## src/rtl/startup_menu.sv

```systemverilog
// rtl/startup_menu.sv - start-screen menu: debounced selection, blinking cursor overlay, game start handoff.
// Optional STARTUP_MENU_WRAP_EN makes the selection wrap instead of saturating.
module startup_menu #(
  parameter int DEBOUNCE_CYCLES = 250000,
  parameter int BLINK_FRAMES    = 15,
  parameter int CONFIRM_FRAMES  = 60,
  parameter int CURSOR_X        = 200,
  parameter int CURSOR_SIZE     = 24,
  parameter int SP_Y            = 258,
  parameter int MP_Y            = 301
) (
  input  logic       clk_0,
  input  logic       rst,
  input  logic [9:0] pixel_x,
  input  logic [9:0] pixel_y,
  input  logic       video_on,
  input  logic       frame_tick,
  input  logic       in_text,
  input  logic       btn_up,
  input  logic       btn_down,
  input  logic       btn_start,
  input  logic       game_over,
  output logic       menu_pixel,
  output logic       mode,
  output logic       start_game,
  output logic       menu_active
);

  localparam int DW = $clog2(DEBOUNCE_CYCLES) + 1;
  localparam int BW = $clog2(BLINK_FRAMES) + 1;
  localparam int CW = $clog2(CONFIRM_FRAMES) + 1;

  typedef enum logic [1:0] {MENU, CONFIRM, PLAYING} state_t;

  // Button index: 0 = up, 1 = down, 2 = start
  logic [2:0]    raw;
  logic [2:0]    sync1, sync2, level, level_d;
  logic [DW-1:0] dcnt [3];
  logic [2:0]    press;

  assign raw   = {btn_start, btn_down, btn_up};
  assign press = level & ~level_d;

  always_ff @(posedge clk_0 or negedge rst) begin
    if (!rst) begin
      sync1   <= '0;
      sync2   <= '0;
      level   <= '0;
      level_d <= '0;
      for (int i = 0; i < 3; i++) dcnt[i] <= '0;
    end else begin
      sync1   <= raw;
      sync2   <= sync1;
      level_d <= level;
      for (int i = 0; i < 3; i++) begin
        if (sync2[i] == level[i]) begin
          dcnt[i] <= '0;
        end else if (dcnt[i] == DW'(DEBOUNCE_CYCLES - 1)) begin
          level[i] <= sync2[i];
          dcnt[i]  <= '0;
        end else begin
          dcnt[i] <= dcnt[i] + 1'b1;
        end
      end
    end
  end

  state_t        state, state_n;
  logic          sel, sel_n;
  logic          blink_vis, blink_n;
  logic [BW-1:0] bcnt, bcnt_n;
  logic [CW-1:0] ccnt, ccnt_n;
  logic          start_n, mode_n;
  logic          up_ev, down_ev;

  assign up_ev   = press[0] & ~press[1];
  assign down_ev = press[1] & ~press[0];

  always_comb begin
    state_n = state;
    sel_n   = sel;
    blink_n = blink_vis;
    bcnt_n  = bcnt;
    ccnt_n  = ccnt;
    start_n = 1'b0;
    mode_n  = mode;
    case (state)
      MENU: begin
        if (frame_tick) begin
          if (bcnt >= BW'(BLINK_FRAMES - 1)) begin
            blink_n = ~blink_vis;
            bcnt_n  = '0;
          end else begin
            bcnt_n = bcnt + 1'b1;
          end
        end
        if (press[2]) begin
          state_n = CONFIRM;
          ccnt_n  = '0;
        end else if (up_ev) begin
`ifdef STARTUP_MENU_WRAP_EN
          sel_n = ~sel;
`else
          sel_n = 1'b0;
`endif
        end else if (down_ev) begin
`ifdef STARTUP_MENU_WRAP_EN
          sel_n = ~sel;
`else
          sel_n = 1'b1;
`endif
        end
      end
      CONFIRM: begin
        if (frame_tick) begin
          blink_n = ~blink_vis;
          if (ccnt != CW'(CONFIRM_FRAMES)) ccnt_n = ccnt + 1'b1;
          if (ccnt_n == CW'(CONFIRM_FRAMES)) begin
            state_n = PLAYING;
            start_n = 1'b1;
            mode_n  = sel;
          end
        end
      end
      PLAYING: begin
        if (game_over) begin
          state_n = MENU;
          bcnt_n  = '0;
          blink_n = 1'b1;
        end
      end
      default: state_n = MENU;
    endcase
  end

  always_ff @(posedge clk_0 or negedge rst) begin
    if (!rst) begin
      state       <= MENU;
      sel         <= 1'b0;
      blink_vis   <= 1'b1;
      bcnt        <= '0;
      ccnt        <= '0;
      start_game  <= 1'b0;
      mode        <= 1'b0;
      menu_active <= 1'b0;
    end else begin
      state       <= state_n;
      sel         <= sel_n;
      blink_vis   <= blink_n;
      bcnt        <= bcnt_n;
      ccnt        <= ccnt_n;
      start_game  <= start_n;
      mode        <= mode_n;
      menu_active <= (state_n != PLAYING);
    end
  end

  // Cursor hit and video_on are registered once to line up with in_text
  logic [10:0] px, py, ytop;
  logic        hit, hit_r, von_r;

  assign px   = {1'b0, pixel_x};
  assign py   = {1'b0, pixel_y};
  assign ytop = sel ? 11'(MP_Y) : 11'(SP_Y);
  assign hit  = (px >= 11'(CURSOR_X)) && (px < 11'(CURSOR_X + CURSOR_SIZE)) &&
                (py >= ytop) && (py < ytop + 11'(CURSOR_SIZE));

  always_ff @(posedge clk_0 or negedge rst) begin
    if (!rst) begin
      hit_r      <= 1'b0;
      von_r      <= 1'b0;
      menu_pixel <= 1'b0;
    end else begin
      hit_r      <= hit & blink_vis;
      von_r      <= video_on;
      menu_pixel <= (in_text | hit_r) & von_r & menu_active;
    end
  end

endmodule

```

## config.mk

```make
export PLATFORM = sky130hd
export DESIGN_NAME = startup_menu
export DESIGN_NICKNAME = d
export VERILOG_FILES = /design/src/rtl/startup_menu.sv
export SDC_FILE = /design/constraint.sdc
export NUM_CORES = 1
export LEC_CHECK = 0
export ABC_AREA = 0
export CAP_MARGIN = 10
export CORE_MARGIN = 3
export CORE_UTILIZATION = 50
export DETAILED_ROUTE_END_ITERATION = 7
export GPL_TIMING_DRIVEN = 0
export PLACE_DENSITY = 0.7
export SLEW_MARGIN = 20
export SYNTH_ARGS = -nofsm -noshare
export SYNTH_HDL_FRONTEND = slang
export SYNTH_SLANG_ARGS = --single-unit
```

## constraint.sdc

```tcl
create_clock -name clk_0 -period 2.3 [get_ports clk_0]
set_input_delay 0.46 -clock clk_0 [delete_from_list [all_inputs] [get_ports clk_0]]
set_output_delay 0.46 -clock clk_0 [all_outputs]
set_load 0.005 [all_outputs]
```

==> summary.txt, run 1 <==
Outcome
  • Result of the run: complete, no violations

Job
  • Max_cap viols: 0

Synthesis
  • Proportion of synthesized area in mux cells: 0.0128
  • Proportion of synthesized chip area in sequential cells: 0.496
  • Share of flip-flops with an asynchronous set or reset after synthesis: 1.00
  • Xor and xnor fraction of the mapped netlist area: 0.109
  • Netlist Area Pre-Place: roughly 0.0046 mm2
  • Area share of the largest cell type after synthesis: 0.490
  • Synthesized-area fraction occupied by adder cells: 0.0436
  • Commonest register cell after synthesis: sky130_fd_sc_hd__dfrtp_1
  • Leading post-synthesis cells by cell area: sky130_fd_sc_hd__dfrtp_1, sky130_fd_sc_hd__nor2_1, sky130_fd_sc_hd__xnor2_1, sky130_fd_sc_hd__xor2_1, sky130_fd_sc_hd__ha_1
  • Synth cell types: around 50
  • Fraction of the mapped netlist area in compound gates: 0.0643
  • Yosys warning total: 0
  • Biggest area consumer among synthesized cells: sky130_fd_sc_hd__dfrtp_1
  • Syn avg cell area: 9.85 um2
  • Combinational family with the most area after synthesis: simple AND/OR/NAND/NOR gates
  • Post-Syn Nets: between 500 and 600
  • Area share of and/or/nand/nor cells after synthesis: 0.242
  • Register bit total from synthesis: 91
  • Number of enable-type register cells in the synthesized netlist: 0
  • Gate count after technology mapping: 466

Clock network
  • H-tree depth: 3
  • Clock latency on the worst-skew pair: 0.36 ns
  • CTS tree: built
  • Number of buffers created by CTS: 9
  • Number of sinks handled by clock tree synthesis: 91
  • CTS Root Buffer Type: sky130_fd_sc_hd__clkbuf_8
  • Maximum buffer depth of the clock tree: 2
  • CTS Hold Bufs: 0
  • Clock-pin slew on the worst setup and hold paths: ~0.10 ns

Worst hold path
  • Type of the worst min-delay path: in2async

Power and ir drop
  • PnR Total Power: ~3.2 mW
  • Total power density per cell area: between 600 and 700 mW/mm2
  • Leakage: 2.25 nW
  • Peak supply drop: roughly 0.32 mV

Global route
  • Via count of the first global-routing pass: 3366
  • Pin count of the biggest net entering global routing: 57
  • Wire length of the first global-routing pass: 14500 um
  • Remaining global-route overflow: 0
  • Initial antenna violation count: 0
  • GRT Util Overall: 0.172

Setup path
  • Data required time of the worst path: around 2.5 ns
  • Type of the worst setup path: reg2reg
  • Nature of the critical path endpoint: flip-flop
  • Data arrival time of the critical path: 2.34 ns
  • Top fanout value on the critical path: 8
  • CP Launch Type: flip-flop

Floorplanning
  • DIE AREA: around 0.010 mm2
  • Boundary Pins: 33
  • Starting density of the core: 0.521
  • Vertical die dimension: 102 um
  • Placeable core region: between 0.008 and 0.009 mm2
  • Count of standard-cell rows: 34
  • Horizontal die dimension: just over 100 um

STA
  • Number of endpoints with negative hold slack in the final report: 0
  • Final hold slack: between 0.04 and 0.05 ns
  • Total count of max-transition violations in the final report: 0
  • Unrepaired setup endpoints after global routing: no
  • Period minus WS final: approximately 2.1 ns
  • Final Skew: ~0.021 ns
  • Share of the clock period used by the worst path after layout: 0.912
  • Tightest slew margin relative to the limit: 0.557
  • Number of failing setup endpoints in the final timing report: 0
  • Actual transition at the worst max-transition pin: around 0.66 ns
  • Maximum clock frequency: ~0.48 GHz

Place
  • Placed wire-length estimate after detailed placement: slightly below 6000 um
  • IO Port Bufs: 29
  • Global placement routability congestion: about 0.85

Routing
  • Remaining antenna violation count after routing: 0
  • Avg WL per Cell: between 10 and 15 um
  • DR iter-0 viols: 100
  • Number of remaining DRC errors: 0
  • DRT Pass-1 Iters: 4
  • Total number of vias: ~3300
  • Average vias per placed instance: ~5.3
  • Total length of routed wires: 8040 um

Finish
  • Antenna diode count: 0
  • Layout overhead on the synthesized area: 14.3%
  • Net count, final: 552
  • Proportion of layout cells with a drive suffix above 1: 0.0859
  • Number of filler cells placed in the layout: ~760
[synthesized netlist by cell type (2+ instances only)]
cell type and number:
sky130_fd_sc_hd__or2_2 5, sky130_fd_sc_hd__nor3b_1 3, sky130_fd_sc_hd__mux2_2 3, sky130_fd_sc_hd__inv_1 18, sky130_fd_sc_hd__ha_1 16, sky130_fd_sc_hd__o31ai_1 2, sky130_fd_sc_hd__nor4_1 4, sky130_fd_sc_hd__o21ai_0 17
sky130_fd_sc_hd__buf_4 4, sky130_fd_sc_hd__nand2_1 33, sky130_fd_sc_hd__nor3_2 2, sky130_fd_sc_hd__buf_6 4, sky130_fd_sc_hd__nand4_1 12, sky130_fd_sc_hd__and4_1 6, sky130_fd_sc_hd__and3_1 7, sky130_fd_sc_hd__nand3_1 25
sky130_fd_sc_hd__xor2_1 24, sky130_fd_sc_hd__nor4b_1 3, sky130_fd_sc_hd__nor3_1 14, sky130_fd_sc_hd__nand2b_1 7, sky130_fd_sc_hd__nand4b_1 2, sky130_fd_sc_hd__a31oi_1 3, sky130_fd_sc_hd__a21o_1 4, sky130_fd_sc_hd__nor2b_1 4
sky130_fd_sc_hd__a2111oi_0 2, sky130_fd_sc_hd__a21oi_1 6, sky130_fd_sc_hd__nor2_1 91, sky130_fd_sc_hd__xnor2_1 33, sky130_fd_sc_hd__dfrtp_1 90
[final cells by class]
cell class / count / area (um2) / area share
sequential: 91 / 2280 / 0.434
multi-input combinational: 348 / 2170 / 0.413
timing repair buffer: 30 / 315 / 0.0601
tap: 108 / 135 / 0.0257
clock buffer: 9 / 124 / 0.0236
clock inverter: 7 / 82.6 / 0.0157
buffer: 9 / 80.1 / 0.0153
inverter: 18 / 67.6 / 0.0129
[registers in the layout, summed over array words and instances (netlist names)]
register	count
bcnt	5
blink_vis	1
ccnt	7
dcnt	57
hit_r	1
level	3
level_d	3
menu_active	1
menu_pixel	1
mode	1
sel	1
start_game	1
state	2
sync1	3
sync2	3
von_r	1
[worst paths after layout]
check	from	end	slack, ns	cells past startpoint
setup / recovery	ccnt[0]$_DFFE_PN0P_	mode$_DFFE_PN0P_	0.20	7
hold / removal	rst	ccnt[6]$_DFFE_PN0P_	0.04	1
setup reg to reg	ccnt[0]$_DFFE_PN0P_	mode$_DFFE_PN0P_	0.20	7
hold reg to reg	sync1[0]$_DFF_PN0_	sync2[0]$_DFF_PN0_	0.35	0
max in group asynchronous	rst	dcnt[47]$_DFF_PN0_	1.63	2
min in group clk_0	sync1[0]$_DFF_PN0_	sync2[0]$_DFF_PN0_	0.35	0
[routing by layer]
layer	GRT usage	vias to the layer above	part of all wire
met1	0.232	1569	0.48
met5	0	-	0
met3	0.0287	8	0.045
met2	0.283	61	0.46
met4	0.0636	0	0.015
li1	-	1666	-
[critical path, stage by stage (launching register included)]
cell and delay [ns]:
sky130_fd_sc_hd__dfrtp_2 0.44, sky130_fd_sc_hd__inv_1 0.06, sky130_fd_sc_hd__ha_1 0.30, sky130_fd_sc_hd__nand2b_1 0.16
sky130_fd_sc_hd__nor3_1 0.20, sky130_fd_sc_hd__nand3b_1 0.17, sky130_fd_sc_hd__a211oi_4 0.33, sky130_fd_sc_hd__mux2_4 0.32
[repair_timing]
item | 4_1_cts | 5_1_grt
endpoints found under the setup margin | 0 | 1
gates resized for setup | 0 | 1
buffers inserted | 0 | 0
[metrics by stage]
step	setup TNS (ns)	util	setup slack, ns	instances	area (um2)
2_1_floorplan	0	-	0.319	466	4590
3_3_place_gp	-225.49	0.570	-2.49	603	5020
3_5_place_dp	-0.201	0.573	-0.137	604	5040
4_1_cts	0	0.596	0.138	620	5250
5_1_grt	0	0.596	0.0304	620	5250
6_report	0	0.596	0.202	620	5250
[cell usage in the layout (no fill, tap or decap), types with 2 or more instances in the layout]
master and instances:
sky130_fd_sc_hd__a2111oi_0 2, sky130_fd_sc_hd__a21o_1 4, sky130_fd_sc_hd__a21oi_1 6, sky130_fd_sc_hd__a31oi_1 3
sky130_fd_sc_hd__and3_1 7, sky130_fd_sc_hd__and4_1 6, sky130_fd_sc_hd__buf_4 5, sky130_fd_sc_hd__buf_6 4
sky130_fd_sc_hd__clkbuf_8 9, sky130_fd_sc_hd__clkdlybuf4s50_1 28, sky130_fd_sc_hd__clkinvlp_4 2, sky130_fd_sc_hd__dfrtp_1 89
sky130_fd_sc_hd__ha_1 16, sky130_fd_sc_hd__inv_1 18, sky130_fd_sc_hd__inv_6 3, sky130_fd_sc_hd__mux2_2 3
sky130_fd_sc_hd__nand2_1 33, sky130_fd_sc_hd__nand2b_1 7, sky130_fd_sc_hd__nand3_1 25, sky130_fd_sc_hd__nand4_1 12
sky130_fd_sc_hd__nand4b_1 2, sky130_fd_sc_hd__nor2_1 91, sky130_fd_sc_hd__nor2b_1 4, sky130_fd_sc_hd__nor3_1 14
sky130_fd_sc_hd__nor3_2 2, sky130_fd_sc_hd__nor3b_1 3, sky130_fd_sc_hd__nor4_1 4, sky130_fd_sc_hd__nor4b_1 3
sky130_fd_sc_hd__o21ai_0 17, sky130_fd_sc_hd__o31ai_1 2, sky130_fd_sc_hd__or2_2 5, sky130_fd_sc_hd__xnor2_1 33
sky130_fd_sc_hd__xor2_1 24
[power breakdown]
group / switching, mW / internal [mW] / total, mW
clock: 0.605 / 0.522 / 1.13
combinational: 0.182 / 0.169 / 0.351
sequential: 0.0800 / 1.68 / 1.76
[cells by family after synthesis]
kind of cell	count (synthesis)
buffers and inverters	27
XOR/XNOR	57
flip-flops	91
multiplexers	5
AND/OR/NAND/NOR	226
adder cells (fa/ha/maj)	16
AO/OA/AOI/OAI	44
Note: power is estimated with default switching activity, not from simulation.
==> run 2, diff against run 1 <==
SLEW_MARGIN = 10   (was 20)
==> results of run 2 <==
Same layout as run 1: the final DEF is identical, and so are final timing and power.
==> run 3, diff against run 2 <==
ABC_CLOCK_PERIOD_IN_PS = 2300   (was default)
==> results of run 3 <==
Same layout as run 1: the final DEF is identical, and so are final timing and power.
